===== src/rtl/score_keeper.sv =====
// -----------------------------------------------------------------------------
// score_keeper
//
// Purpose:
//   Upstream score source for the two-digit seven-segment scoreboard.
//
//   The game core reports each shot as a pulse plus a hit/miss flag. This block
//   takes those reports and keeps the game state:
//     - whose turn it is,
//     - a saturating 2-bit hit count per player,
//     - whether the game has been won, and by whom.
//   After the winning hit it freezes the results until a new game starts.
//   After every other accepted shot it enforces a short lockout window, so
//   that a bouncing shot pulse is not counted twice.
//
// Parameters:
//   WIN_SCORE       hit count that ends the game (1..3)
//   LOCKOUT_CYCLES  cycles after an accepted shot during which shots are
//                   ignored; 0 disables the lockout
//
// Optional feature (macro HIT_STREAK_EN):
//   Defined   - a non-winning hit keeps the turn with the shooter;
//               a miss passes the turn.
//   Undefined - every accepted non-winning shot passes the turn.
//
// Ports:
//   clk          in   system clock
//   rst          in   synchronous, active-high reset
//   new_game     in   one-cycle pulse: clear scores, start play
//   shot_valid   in   one-cycle pulse: a shot has resolved
//   shot_hit     in   qualifies shot_valid: 1 = hit, 0 = miss
//   p1_score     out  player 1 hit count (2 bits)
//   p2_score     out  player 2 hit count (2 bits)
//   turn         out  0 = player 1 to shoot, 1 = player 2
//   shot_accept  out  one-cycle pulse when a shot is counted
//   game_over    out  high while the game is won and frozen
//   winner       out  00 none, 01 player 1, 10 player 2
//
// All outputs are registered; there is no combinational input-to-output path.
// -----------------------------------------------------------------------------
module score_keeper #(
    parameter int WIN_SCORE      = 3,
    parameter int LOCKOUT_CYCLES = 4
) (
    input  logic       clk,
    input  logic       rst,
    input  logic       new_game,
    input  logic       shot_valid,
    input  logic       shot_hit,
    output logic [1:0] p1_score,
    output logic [1:0] p2_score,
    output logic       turn,
    output logic       shot_accept,
    output logic       game_over,
    output logic [1:0] winner
);

    // The lockout counter is always at least one bit wide, even when the
    // lockout is disabled.
    localparam int CW = (LOCKOUT_CYCLES < 1) ? 1 : $clog2(LOCKOUT_CYCLES + 1);
    localparam logic [CW-1:0] LOCK_LOAD = CW'(LOCKOUT_CYCLES);
    localparam logic [CW-1:0] LOCK_ONE  = CW'(1);
    localparam logic [1:0]    WIN       = 2'(WIN_SCORE);

    typedef enum logic [1:0] {
        IDLE    = 2'd0,
        PLAY    = 2'd1,
        LOCKOUT = 2'd2,
        OVER    = 2'd3
    } state_t;

    state_t          state_reg;
    logic [CW-1:0]   lock_cnt_reg;

    // Shot evaluation for the player whose turn it is.
    logic [1:0] shooter_score;
    logic [1:0] scored_next;
    logic       wins;
    logic       keep_turn;

    always_comb begin
        shooter_score = turn ? p2_score : p1_score;
        scored_next   = shooter_score;
        // A hit adds one point. The count saturates at 3 and never wraps to 0.
        if (shot_hit && (shooter_score != 2'd3)) begin
            scored_next = shooter_score + 2'd1;
        end
        wins = shot_hit && (scored_next == WIN);
`ifdef HIT_STREAK_EN
        keep_turn = shot_hit;
`else
        keep_turn = 1'b0;
`endif
    end

    always_ff @(posedge clk) begin
        if (rst) begin
            state_reg    <= IDLE;
            lock_cnt_reg <= '0;
            p1_score     <= 2'd0;
            p2_score     <= 2'd0;
            turn         <= 1'b0;
            shot_accept  <= 1'b0;
            game_over    <= 1'b0;
            winner       <= 2'b00;
        end else begin
            shot_accept <= 1'b0;
            if (new_game) begin
                // new_game wins over any shot arriving in the same cycle.
                state_reg    <= PLAY;
                lock_cnt_reg <= '0;
                p1_score     <= 2'd0;
                p2_score     <= 2'd0;
                turn         <= 1'b0;
                game_over    <= 1'b0;
                winner       <= 2'b00;
            end else begin
                case (state_reg)
                    PLAY: begin
                        if (shot_valid) begin
                            shot_accept <= 1'b1;
                            if (turn) begin
                                p2_score <= scored_next;
                            end else begin
                                p1_score <= scored_next;
                            end
                            if (wins) begin
                                // The turn stays with the winner, so the
                                // display shows who made the winning hit.
                                state_reg <= OVER;
                                game_over <= 1'b1;
                                winner    <= turn ? 2'b10 : 2'b01;
                            end else begin
                                if (!keep_turn) begin
                                    turn <= ~turn;
                                end
                                if (LOCKOUT_CYCLES > 0) begin
                                    state_reg    <= LOCKOUT;
                                    lock_cnt_reg <= LOCK_LOAD;
                                end
                            end
                        end
                    end
                    LOCKOUT: begin
                        // The counter is loaded with LOCKOUT_CYCLES, so the
                        // next accepted shot is LOCKOUT_CYCLES+1 cycles after
                        // the previous one. The counter is clamped at 0.
                        if (lock_cnt_reg <= LOCK_ONE) begin
                            lock_cnt_reg <= '0;
                            state_reg    <= PLAY;
                        end else begin
                            lock_cnt_reg <= lock_cnt_reg - LOCK_ONE;
                        end
                    end
                    default: begin
                        // IDLE and OVER: ignore shots and hold all results.
                    end
                endcase
            end
        end
    end

endmodule


===== config.mk =====
export PLATFORM = sky130hd
export DESIGN_NAME = score_keeper
export DESIGN_NICKNAME = d
export VERILOG_FILES = /design/src/rtl/score_keeper.sv
export SDC_FILE = /design/constraint.sdc
export NUM_CORES = 1
export LEC_CHECK = 0
export ABC_AREA = 1
export BUFFER_PORTS_ARGS = -buffer_cell sky130_fd_sc_hd__buf_2
export CAP_MARGIN = 0
export CORE_AREA = 2 2 39 41
export CTS_BUF_LIST = sky130_fd_sc_hd__clkbuf_2
export DETAILED_ROUTE_END_ITERATION = 8
export DIE_AREA = 0 0 41 43
export MAX_ROUTING_LAYER = met4
export PLACE_DENSITY = 0.75
export SLEW_MARGIN = 20
export SYNTH_ARGS = -nofsm -noshare
export SYNTH_HDL_FRONTEND = slang
export SYNTH_SLANG_ARGS = --single-unit

===== constraint.sdc =====
create_clock -name clk -period 3.6 [get_ports clk]
set_input_delay 0.72 -clock clk [delete_from_list [all_inputs] [get_ports clk]]
set_output_delay 0.72 -clock clk [all_outputs]
set_load 0.03 [all_outputs]

## Word level (Yosys, flattened, before mapping)

Index checks and enable logic that the tools add are counted.

- Register bits: 14
- Output and inout bits: 9
- Bits of input ports: 5

- Muxes and demuxes: 13
- Reduce and logical (&&, ||, !) cells: 13
- Bitwise gates (word level): 3
- Eq/ne operators: 9
- Add/subtract/negate cells: 2
- Order comparisons: 1

Operator list:

| operator | number |
|---|---|
| AND reduction 3 bit | 7 |
| 2-to-1 mux 2 bit | 5 |
| 2-to-1 mux 3 bit | 3 |
| != test 2 bit, second input constant | 4 |
| != test 3 bit, second input constant | 2 |
| case mux 3 bit (2 select lines) | 1 |
| == test 2 bit, second input constant | 2 |
| case mux 2 bit (2 select lines) | 1 |
| <= comparator 3 x 1 -> 1 bit, second input constant | 1 |
| 2-to-1 mux 1 bit | 3 |
| NOT 1 bit | 3 |
| nonzero test 3 bit | 1 |
| OR reduction 3 bit | 1 |
| subtractor 3 x 1 -> 3 bit, second input constant | 1 |
| adder 2 x 1 -> 2 bit, second input constant | 1 |
| == test 2 x 1 -> 1 bit, second input constant | 1 |
| logical AND 1 bit | 2 |
| nonzero test 2 bit | 1 |
| OR reduction 2 bit | 1 |

## Logic depth before layout (Yosys ltp)

- Word-level depth: 10
- Gate-level depth with buffers: 13
- Gate-level depth less buffers: 13

## Least setup slack after synthesis

Ideal clock, no wire load.

- Kind: flip-flop to flip-flop
- Start: register turn
- End: register winner[1]
- Cell stages (with the launch flop): 14
- Required time: 3.487 ns
- Setup slack: 1.814 ns
- Path buffers: 0
- Arrival: 1.673 ns
- Setup time: 0.113 ns
- Cell sequence: dfxtp_1 > inv_2 > nand2_1 > and2_1 > ha_1 > inv_1 > nand2_1 > nand3_1 > nand2_2 > nand3_4 > nor2_4 > nand2_2 > nand2_1 > nor2_1

- Longest elaborated chain between the ends: 7

Ends and longest elaborated chain:

| what | RTL line | source |
|---|---|---|
| from (decl) | 52 | `output logic turn,` |
| from (signal assigned) | 135 | `turn <= ~turn;` |
| parallel branches: the longest is 7 deep, another holds adder 2 x 1 -> 2 bit | -- |  |
| to (signal assigned) | 132 | `winner <= turn ? 2'b10 : 2'b01;` |
| to (decl) | 55 | `output logic [1:0] winner` |

Several ways; the timed one is not identified.
A chain may end at the register's enable or synchronous reset.

## Worst setup path after layout

Same ends and word-level chain as after synthesis.

==> qor.csv <==
metric,value,unit
slew_violations,0,
min_period,1.74,ns
power.density,337,nW/um^2
area_delta_synth_final,15.3,%
regArea,280,um^2
postLayoutCoreUtil,0.567,
crit_type,reg2reg,
multi_input_area,340,um^2
via_per_inst,4.91,
ir_worst_vdd,0.217,mV
ys_ff_latch,14,
routedWlPerCell,10.2,um
cts_buffers,3,
syn_avg_cell_area,7.24,um^2
yosysSeqAreaShare,0.412,
reg2regPathDepth,12,
slew_headroom,0.794,
netlist.area_leader.share,0.412,
finalSetupViolations,0,
synth-edff-count,0,
end_kind,register,
grt_usage,0.185,
initial_core_util,0.492,
postRouteAntennaNets,0,
grt_pass1_vias,544,
rows,14,
fp.dieH,43,um
cts_tree,done,
hold_ws,0.489,ns
dr.pass1.iters,3,
ys_warn_count,0,
max-cap-violations,0,
clkTransAtPathRegs,0.13,ns
core_area,1380,um^2
regToRegEndpoint,winner[1],
largest_reg_flops,3,
grt_pass1_wl,2150,um
dieWidth,41,um
yosysTopAreaCell,dfxtp_1,
arrival,1.92,ns
ctsHtreeMaxLevel,1,
hold_path.class,reg2reg,
tightestPinTransition,0.308,ns
routed_wl,1300,um
rsz0062_at_grt,no,
synthFlopType,dfxtp_1,
critPathLaunch,turn,
fin_nets,119,
ctsResizeCount,0,
met1_usage,0.211,
syn-num-nets,101,
ios,14,
antenna_found_initial,0,
finalSetupTns,0,ns
postCtsSetupBuffers,0,
critPathCapture,winner[1],
grtUsageMet2,0.284,
async_reset_ff_frac,0,
r2r-start,turn,
top_usage_layer,met2,
finalHoldViolCount,0,
vias,623,
cts_sinks,14,
fillCellCount,138,
synthTopCellsByArea,"dfxtp_1, inv_1, nand2_1, a21oi_1, nor2_1",
post-place-ws,1.79,ns
max_freq,576,MHz
p_leak,0.000381,uW
critPathMaxFanout,7,
io_buffers,13,
synth.distinct_cells,18,
clk_latency,0.27,ns
grt_max_degree,10,
status,"complete, no violations",
syn_inst,94,
gr-usage-met3,0.0314,
hold_buffers,0,
startpoint_type,register,
setup_ws,1.86,ns
cp.required,3.78,ns
grt_remaining_overflow,0,
synth_area,681,um^2
die_area,1760,um^2
dp_hpwl,1040,um
antenna_cells,0,
synth_common_cells,"dfxtp_1, inv_1, nand2_1",
drc,0,
first_iter_violations,13,
root_buffer,clkbuf_2,
drive_gt1_frac,0.234,
cts.path.max_buffers,2,
timing.final.crit_share,0.482,
finClkSkew,0.00475,ns
rrSetupSlack,1.86,ns
fin_total_pwr,264,uW
globalplace.congestion,0.761,
## area by class of cell
cell class,instances,share of cell area
Clock buffer,3,0.0191
Sequential cell,14,0.357
Multi-Input combinational cell,64,0.434
Clock inverter,1,0.00478
Inverter,16,0.0766
Timing Repair Buffer,13,0.0829
Tap cell,16,0.0255
## worst max-delay path: stages (launching register included)
cell,delay [ns]
dfxtp_1,0.37
inv_2,0.13
nand2_1,0.08
and2_1,0.14
ha_1,0.20
nor2_2,0.12
nand3_1,0.08
nand2_2,0.12
nand3_4,0.10
nor2_4,0.13
nand2_2,0.07
nand2_1,0.06
nor2_1,0.04
## cell usage in the layout, fill, tap and decap left out, drive strengths merged
cell type  instances
a31oi              1
nand2             20
a21oi             10
nor2              13
and2               1
o21ai              6
xor2               1
clkinv             2
dfxtp             14
inv               15
ha                 2
buf               13
nand3              9
o21bai             1
clkbuf             3
## how the worst min path moves through the flow
stage,slack (ns),endpoint,cells after the start,start
finish,0.49,game_over,2,game_over
detailed placement,0.47,game_over,2,game_over
CTS,0.49,winner[0],2,winner[0]
floorplan,0.46,lock_cnt_reg[0],2,lock_cnt_reg[0]
global route,0.51,winner[0],2,winner[0]
global placement,0.46,game_over,2,game_over
## per-stage QoR
step           std cells  instance area [um^2]
5_1_grt              127                   785
3_5_place_dp         123                   766
6_report             127                   785
2_1_floorplan         94                   681
4_1_cts              127                   785
3_3_place_gp         123                   766
## metal layers
| metal | vias up | wire [um] | share of wire |
|---|---|---|---|
| li1 | 335 | - | - |
| met5 | - | 0 | 0 |
| met2 | 9 | 654 | 0.50 |
| met1 | 275 | 571 | 0.44 |
| met3 | 4 | 38 | 0.029 |
| met4 | 0 | 32 | 0.025 |
## cell families after synthesis
group,synth area share
AOI/OAI and AO/OA,0.138
xor gates and xnor gates,0.0129
adders and majority gates,0.0368
buffers and inverters,0.0882
DFF,0.412
and+or+nand+nor,0.313
## power breakdown
part | internal [uW] | switching [uW]
Combinational | 9.89 | 20.9
Clock | 24.1 | 49.4
Sequential | 158 | 1.83
Note: power is estimated with default switching activity, not from simulation.
